<file path="config.mk">
export PLATFORM = sky130hd
export DESIGN_NAME = mem_port_arbiter
export DESIGN_NICKNAME = d
export VERILOG_FILES = /design/src/rtl/mem_port_arb_defs.sv /design/src/rtl/rr_pick2.sv /design/src/rtl/mem_port_arbiter.sv
export SDC_FILE = /design/constraint.sdc
export NUM_CORES = 1
export LEC_CHECK = 0
export ABC_AREA = 1
export CAP_MARGIN = 10
export CORE_ASPECT_RATIO = 0.7
export CORE_MARGIN = 3
export CORE_UTILIZATION = 35
export CTS_CLUSTER_DIAMETER = 60
export DETAILED_ROUTE_END_ITERATION = 12
export PLACE_DENSITY_LB_ADDON = 0.05
export SLEW_MARGIN = 30
export SYNTH_ARGS = -nofsm -noshare
export SYNTH_HDL_FRONTEND = slang
export SYNTH_SLANG_ARGS = --single-unit
</file>
<file path="constraint.sdc">
create_clock -name clk -period 1.5 [get_ports clk]
set_input_delay 0.225 -clock clk [delete_from_list [all_inputs] [get_ports clk]]
set_output_delay 0.225 -clock clk [all_outputs]
set_load 0.01 [all_outputs]
</file>
<file path="src/rtl/mem_port_arb_defs.sv">
// Shared definitions for the data-memory port arbiter: FSM state encoding,
// grant identifiers and bus width.
package mem_port_arb_defs;

  localparam int DATA_W = 32;

  typedef enum logic [1:0] {
    IDLE    = 2'd0,
    ACC_CPU = 2'd1,
    ACC_DMA = 2'd2
  } arb_state_e;

  localparam logic GRANT_CPU = 1'b0;
  localparam logic GRANT_DMA = 1'b1;

endpackage

</file>
<file path="src/rtl/rr_pick2.sv">
// Two-input round-robin selector: on a tie the requester that was not granted
// last time wins; next_last_o is the last-grant value to store if the grant is taken.
module rr_pick2
  import mem_port_arb_defs::*;
(
  input  logic req_cpu_i,
  input  logic req_dma_i,
  input  logic last_grant_i,
  output logic grant_o,
  output logic valid_o,
  output logic next_last_o
);

  always_comb begin
    grant_o = GRANT_CPU;
    valid_o = req_cpu_i | req_dma_i;
    if (req_cpu_i && req_dma_i) begin
      grant_o = (last_grant_i == GRANT_CPU) ? GRANT_DMA : GRANT_CPU;
    end else if (req_dma_i) begin
      grant_o = GRANT_DMA;
    end
    next_last_o = valid_o ? grant_o : last_grant_i;
  end

endmodule

</file>
<file path="src/rtl/mem_port_arbiter.sv">
// Shares the data-memory port between the MEM stage and a DMA loader with wait
// states and round-robin arbitration. Define MEM_PORT_ARB_PERF_EN for perf counters.
module mem_port_arbiter
  import mem_port_arb_defs::*;
#(
  parameter int WAIT_STATES = 2,
  parameter int CNT_W       = 4
) (
  input  logic              clk,
  input  logic              reset,
  input  logic              cpu_memread,
  input  logic              cpu_memwrite,
  input  logic [DATA_W-1:0] cpu_addr,
  input  logic [DATA_W-1:0] cpu_wdata,
  output logic [DATA_W-1:0] cpu_rdata,
  output logic              cpu_stall,
  input  logic              dma_req,
  input  logic              dma_we,
  input  logic [DATA_W-1:0] dma_addr,
  input  logic [DATA_W-1:0] dma_wdata,
  output logic [DATA_W-1:0] dma_rdata,
  output logic              dma_ack,
  output logic              mem_read,
  output logic              mem_write,
  output logic [DATA_W-1:0] mem_address,
  output logic [DATA_W-1:0] mem_write_data,
  input  logic [DATA_W-1:0] mem_read_data
`ifdef MEM_PORT_ARB_PERF_EN
  ,
  output logic [31:0]       perf_stall_cycles,
  output logic [31:0]       perf_dma_grants
`endif
);

  arb_state_e        state_q, state_d;
  logic [CNT_W-1:0]  cnt_q, cnt_d;
  logic              last_grant_q, last_grant_d;
  logic [DATA_W-1:0] addr_q, addr_d;
  logic [DATA_W-1:0] wdata_q, wdata_d;
  logic              we_q, we_d;

  logic cpu_req;
  logic pick_grant, pick_valid, pick_next_last;

  assign cpu_req = cpu_memread | cpu_memwrite;

  rr_pick2 u_pick (
    .req_cpu_i    (cpu_req),
    .req_dma_i    (dma_req),
    .last_grant_i (last_grant_q),
    .grant_o      (pick_grant),
    .valid_o      (pick_valid),
    .next_last_o  (pick_next_last)
  );

  always_ff @(posedge clk or negedge reset) begin
    if (!reset) begin
      state_q      <= IDLE;
      cnt_q        <= '0;
      last_grant_q <= GRANT_DMA;
      addr_q       <= '0;
      wdata_q      <= '0;
      we_q         <= 1'b0;
    end else begin
      state_q      <= state_d;
      cnt_q        <= cnt_d;
      last_grant_q <= last_grant_d;
      addr_q       <= addr_d;
      wdata_q      <= wdata_d;
      we_q         <= we_d;
    end
  end

  always_comb begin
    state_d        = state_q;
    cnt_d          = cnt_q;
    last_grant_d   = last_grant_q;
    addr_d         = addr_q;
    wdata_d        = wdata_q;
    we_d           = we_q;
    mem_read       = 1'b0;
    mem_write      = 1'b0;
    mem_address    = '0;
    mem_write_data = '0;
    cpu_rdata      = '0;
    dma_rdata      = '0;
    dma_ack        = 1'b0;
    cpu_stall      = cpu_req;

    case (state_q)
      IDLE: begin
        if (pick_valid) begin
          state_d      = (pick_grant == GRANT_CPU) ? ACC_CPU : ACC_DMA;
          cnt_d        = CNT_W'(WAIT_STATES);
          last_grant_d = pick_next_last;
          // A CPU with both strobes high is treated as a store.
          addr_d  = (pick_grant == GRANT_CPU) ? cpu_addr     : dma_addr;
          wdata_d = (pick_grant == GRANT_CPU) ? cpu_wdata    : dma_wdata;
          we_d    = (pick_grant == GRANT_CPU) ? cpu_memwrite : dma_we;
        end
      end
      ACC_CPU, ACC_DMA: begin
        mem_address    = addr_q;
        mem_write_data = wdata_q;
        mem_read       = ~we_q;
        if (cnt_q == '0) begin
          state_d   = IDLE;
          mem_write = we_q;
          if (state_q == ACC_CPU) begin
            cpu_stall = 1'b0;
            if (!we_q) cpu_rdata = mem_read_data;
          end else begin
            dma_ack = 1'b1;
            if (!we_q) dma_rdata = mem_read_data;
          end
        end else begin
          cnt_d = cnt_q - CNT_W'(1);
        end
      end
      default: state_d = IDLE;
    endcase
  end

`ifdef MEM_PORT_ARB_PERF_EN
  logic [31:0] perf_stall_q, perf_dma_q;
  logic        dma_grant;

  assign dma_grant = (state_q == IDLE) && pick_valid && (pick_grant == GRANT_DMA);

  // Both counters stick at all-ones rather than wrapping.
  always_ff @(posedge clk or negedge reset) begin
    if (!reset) begin
      perf_stall_q <= '0;
      perf_dma_q   <= '0;
    end else begin
      if (cpu_stall && (perf_stall_q != 32'hFFFF_FFFF)) perf_stall_q <= perf_stall_q + 32'd1;
      if (dma_grant && (perf_dma_q != 32'hFFFF_FFFF))   perf_dma_q   <= perf_dma_q + 32'd1;
    end
  end

  assign perf_stall_cycles = perf_stall_q;
  assign perf_dma_grants   = perf_dma_q;
`endif

endmodule

</file>
==> run metrics <==
run status finished, violations left; violated checks negative setup slack; top cells by count, synth sky130_fd_sc_hd__nand2_1, sky130_fd_sc_hd__inv_1, sky130_fd_sc_hd__nand3_1; Comb power frac 68.2%; Placement Cell Area 0.00869 mm²; reg-to-reg startpoint state_q[1]; maximum level of the CTS H-tree 3; # IOs 298; ratio of routed vias to standard cells 4.49; P_leak 0.00525 µW; most instantiated library cell after synthesis sky130_fd_sc_hd__nand2_1; post-detailed-routing wire length 19.4 mm; total power divided by cell area 1920 mW/mm²; crit-path max cell delay 0.37 ns; number of buffers created by CTS 9; total negative slack -53.94 ns; number of synthesized register bits 72; post-synth net total 970; max capacitance violation total 0; vias in the first global route 5725; Reg power frac 20.0%; count of flip-flops with a built-in enable after synthesis 0; Critical Path RT 1.27 ns; post-layout instance area 0.00939 mm²; fraction of post-synthesis cell area in the top cell type by area 34.9%; antenna cell count 0; weighted congestion at the end of routability-driven global placement 0.818; Final Hold Fails 0; average cell area after synthesis 6.38 µm²; Switching Power 7880 µW; share of async-settable or async-resettable flops after synthesis 100%; cell with the biggest individual delay on the critical path sky130_fd_sc_hd__dfrtp_1; fraction of power spent switching nets 43.7%; largest cells by area after synthesis sky130_fd_sc_hd__dfrtp_1, sky130_fd_sc_hd__nand2_1, sky130_fd_sc_hd__inv_1; Sink Count 72; global-route usage over all layers 23.8%; floorplan row count 36; die extent in y 107 µm; grt ovf 0; layout net count 1304; Initial Utilization 36.1%; router iterations before antenna repair 4; CP bufs+invs 4; cell taking the most area after synthesis sky130_fd_sc_hd__dfrtp_1; CORE AREA 0.0141 mm²; Routed WL per cell 14.6 µm; maximum clock frequency 496 MHz; slack of the worst reg-to-reg path -0.19 ns; cell breakdown of the critical path inv_2 > ha_4 > inv_4 > nor2_4 > nand2_4 > buf_12 > nor3_4 > buf_2; unrepaired setup endpoints after global routing yes; final period utilization 134%; portion of the post-synthesis area used by sequential elements 35.4%; unique cell type count in the Yosys netlist 25; IO buf count 297; type of the worst setup path reg -> out; HP Class in -> async; worst clock skew 0.00884 ns; Crit path max-delay family buffers and inverters; worst hold slack 0.304 ns; count of final setup violators 138; Clock Latency Late Sink 0.33 ns; clock slew seen by the registers of the worst setup and hold paths 0.06 ns; worst endpoint data arrival time 1.79 ns; maximum number of pins on one net before global-route repair 61; final count of pins violating max slew 0; number of cells traversed by the worst register-to-register path 11; floorplan die width 150 µm; Yosys warnings 0; antenna violations before repair 0; CTS tree yes; synthesized cell area 0.00510 mm²; internal power 10200 µW; setup ws final -0.517 ns; capture point of the worst reg-to-reg path cnt_q[0]; portion of total power attributed to the clock network 11.9%; worst-case clock buffer depth 2; worst vdd ir 1.01 mV; total via count in the routed design 5958; Post-route DRC 0; share of final-layout standard cells stronger than drive strength 1 33.0%; type of origin of the critical path register; shortest period the worst path allows 2.02 ns; Area growth, synth to finish 84.3%; Post-DP HPWL 13.4 mm; Die Footprint 0.0161 mm²; global-route wire length before repair 30.4 mm; largest fanout on the critical path 9; endpoint type of the worst setup path primary output; measured slew at the worst slew-check pin 0.433 ns; initial drt markers 237; number of nets still failing antenna checks after routing 0; tightest slew margin relative to the limit 71.1%; clock root buffer master sky130_fd_sc_hd__clkbuf_16; dominant synthesized flop cell sky130_fd_sc_hd__dfrtp_1; count of mapped cells out of synthesis 799
cell usage in the layout (no fill, tap or decap), types with 2 or more instances in the layout:
master                              n
sky130_fd_sc_hd__ha_1               2
sky130_fd_sc_hd__ha_2               2
sky130_fd_sc_hd__clkdlybuf4s50_1  163
sky130_fd_sc_hd__nor3_4             8
sky130_fd_sc_hd__buf_2             83
sky130_fd_sc_hd__nand2_1          268
sky130_fd_sc_hd__nor2_1             6
sky130_fd_sc_hd__buf_16             2
sky130_fd_sc_hd__nor2_2            46
sky130_fd_sc_hd__buf_4             35
sky130_fd_sc_hd__clkbuf_16         11
sky130_fd_sc_hd__buf_6             70
sky130_fd_sc_hd__dfrtp_1           71
sky130_fd_sc_hd__inv_4              2
sky130_fd_sc_hd__buf_12            18
sky130_fd_sc_hd__nor2_4             5
sky130_fd_sc_hd__nand3_2            3
sky130_fd_sc_hd__inv_1            110
sky130_fd_sc_hd__nand3_1           77
sky130_fd_sc_hd__nand2_4           26
sky130_fd_sc_hd__nand2_2           14
sky130_fd_sc_hd__nor3_2             5
sky130_fd_sc_hd__inv_2             35
sky130_fd_sc_hd__nand3b_1          60
sky130_fd_sc_hd__clkinvlp_4         2
power by group through the flow:
stage          logic, µW  registers [µW]  clock network (µW)
2_1_floorplan       5280            3360                   0
4_1_cts            11900            3510                2190
3_3_place_gp        9660            3420                   0
5_1_grt            13400            3720                2270
3_5_place_dp        9740            3440                   0
6_report           12300            3610                2140
cell families after synthesis:
kind of cell,Yosys count,synth area share [%]
buffers and inverters,199,16.6
AOI/OAI and AO/OA,3,0.294
and+or+nand+nor,519,46.3
DFF,72,35.4
adders and majority gates,5,1.23
xor gates and xnor gates,1,0.172
layout make-up:
cell class	instances	area [µm²]
Fill cell	1264	4700
Clock buffer	10	229
Tap cell	190	238
Sequential cell	72	1800
Clock inverter	6	67.6
Timing Repair Buffer	374	3570
Inverter	148	561
Multi-Input combinational cell	528	2920
sequential cells by signal, summed over array words and instances (netlist names):
signal	flops
addr_q	32
wdata_q	32
state_q	2
we_q	1
cnt_q	4
last_grant_q	1
metrics by stage:
| stage | utilization, % | total power (µW) | instances | setup slack, ns |
|---|---|---|---|---|
| floorplan | - | 8640 | 799 | -0.0367 |
| global placement | 61.6 | 13100 | 1277 | -0.543 |
| detailed placement | 61.6 | 13200 | 1277 | -0.584 |
| CTS | 65.5 | 17600 | 1324 | -0.478 |
| global route | 66.6 | 19400 | 1328 | -0.603 |
| finish | 66.6 | 18000 | 1328 | -0.517 |
how the worst max path moves through the flow:
stage | end | depth (start not counted) | startpoint | slack, ns
3_3_place_gp | dma_rdata[24] | 8 | state_q[1] | -0.54
6_report | dma_rdata[19] | 8 | state_q[0] | -0.52
4_1_cts | mem_write_data[26] | 9 | state_q[1] | -0.48
5_1_grt | dma_rdata[9] | 8 | state_q[1] | -0.60
2_1_floorplan | cpu_rdata[10] | 7 | state_q[0] | -0.04
3_5_place_dp | dma_rdata[19] | 8 | state_q[1] | -0.58
worst reg2reg max path, delay by kind of cell, from the launching register on:
kind | cells | cell delay (ns)
adder cells (fa/ha/maj) | 1 | 0.22
buffers and inverters | 6 | 0.75
flip-flops | 1 | 0.38
AND/OR/NAND/NOR | 4 | 0.23
metal layers:
metal,share of wire [%],wire [µm],GRT usage [%],vias up
li1,-,-,-,3045
met2,48,9250,39.2,189
met3,8.7,1690,7.22,12
met4,0.77,149,3.52,0
met5,0,0,0,-
met1,43,8340,31.6,2712
repair_timing:
item | CTS | global route
resized for setup | 651 | 78
hold endpoints to repair | 14 | 0
cloned | 5 | 2
buffers inserted | 25 | 9
setup endpoints to repair | 138 | 156
pin swaps | 12 | 5
hold buffers | 1 | 0
Power figures use the tool's default switching activity.
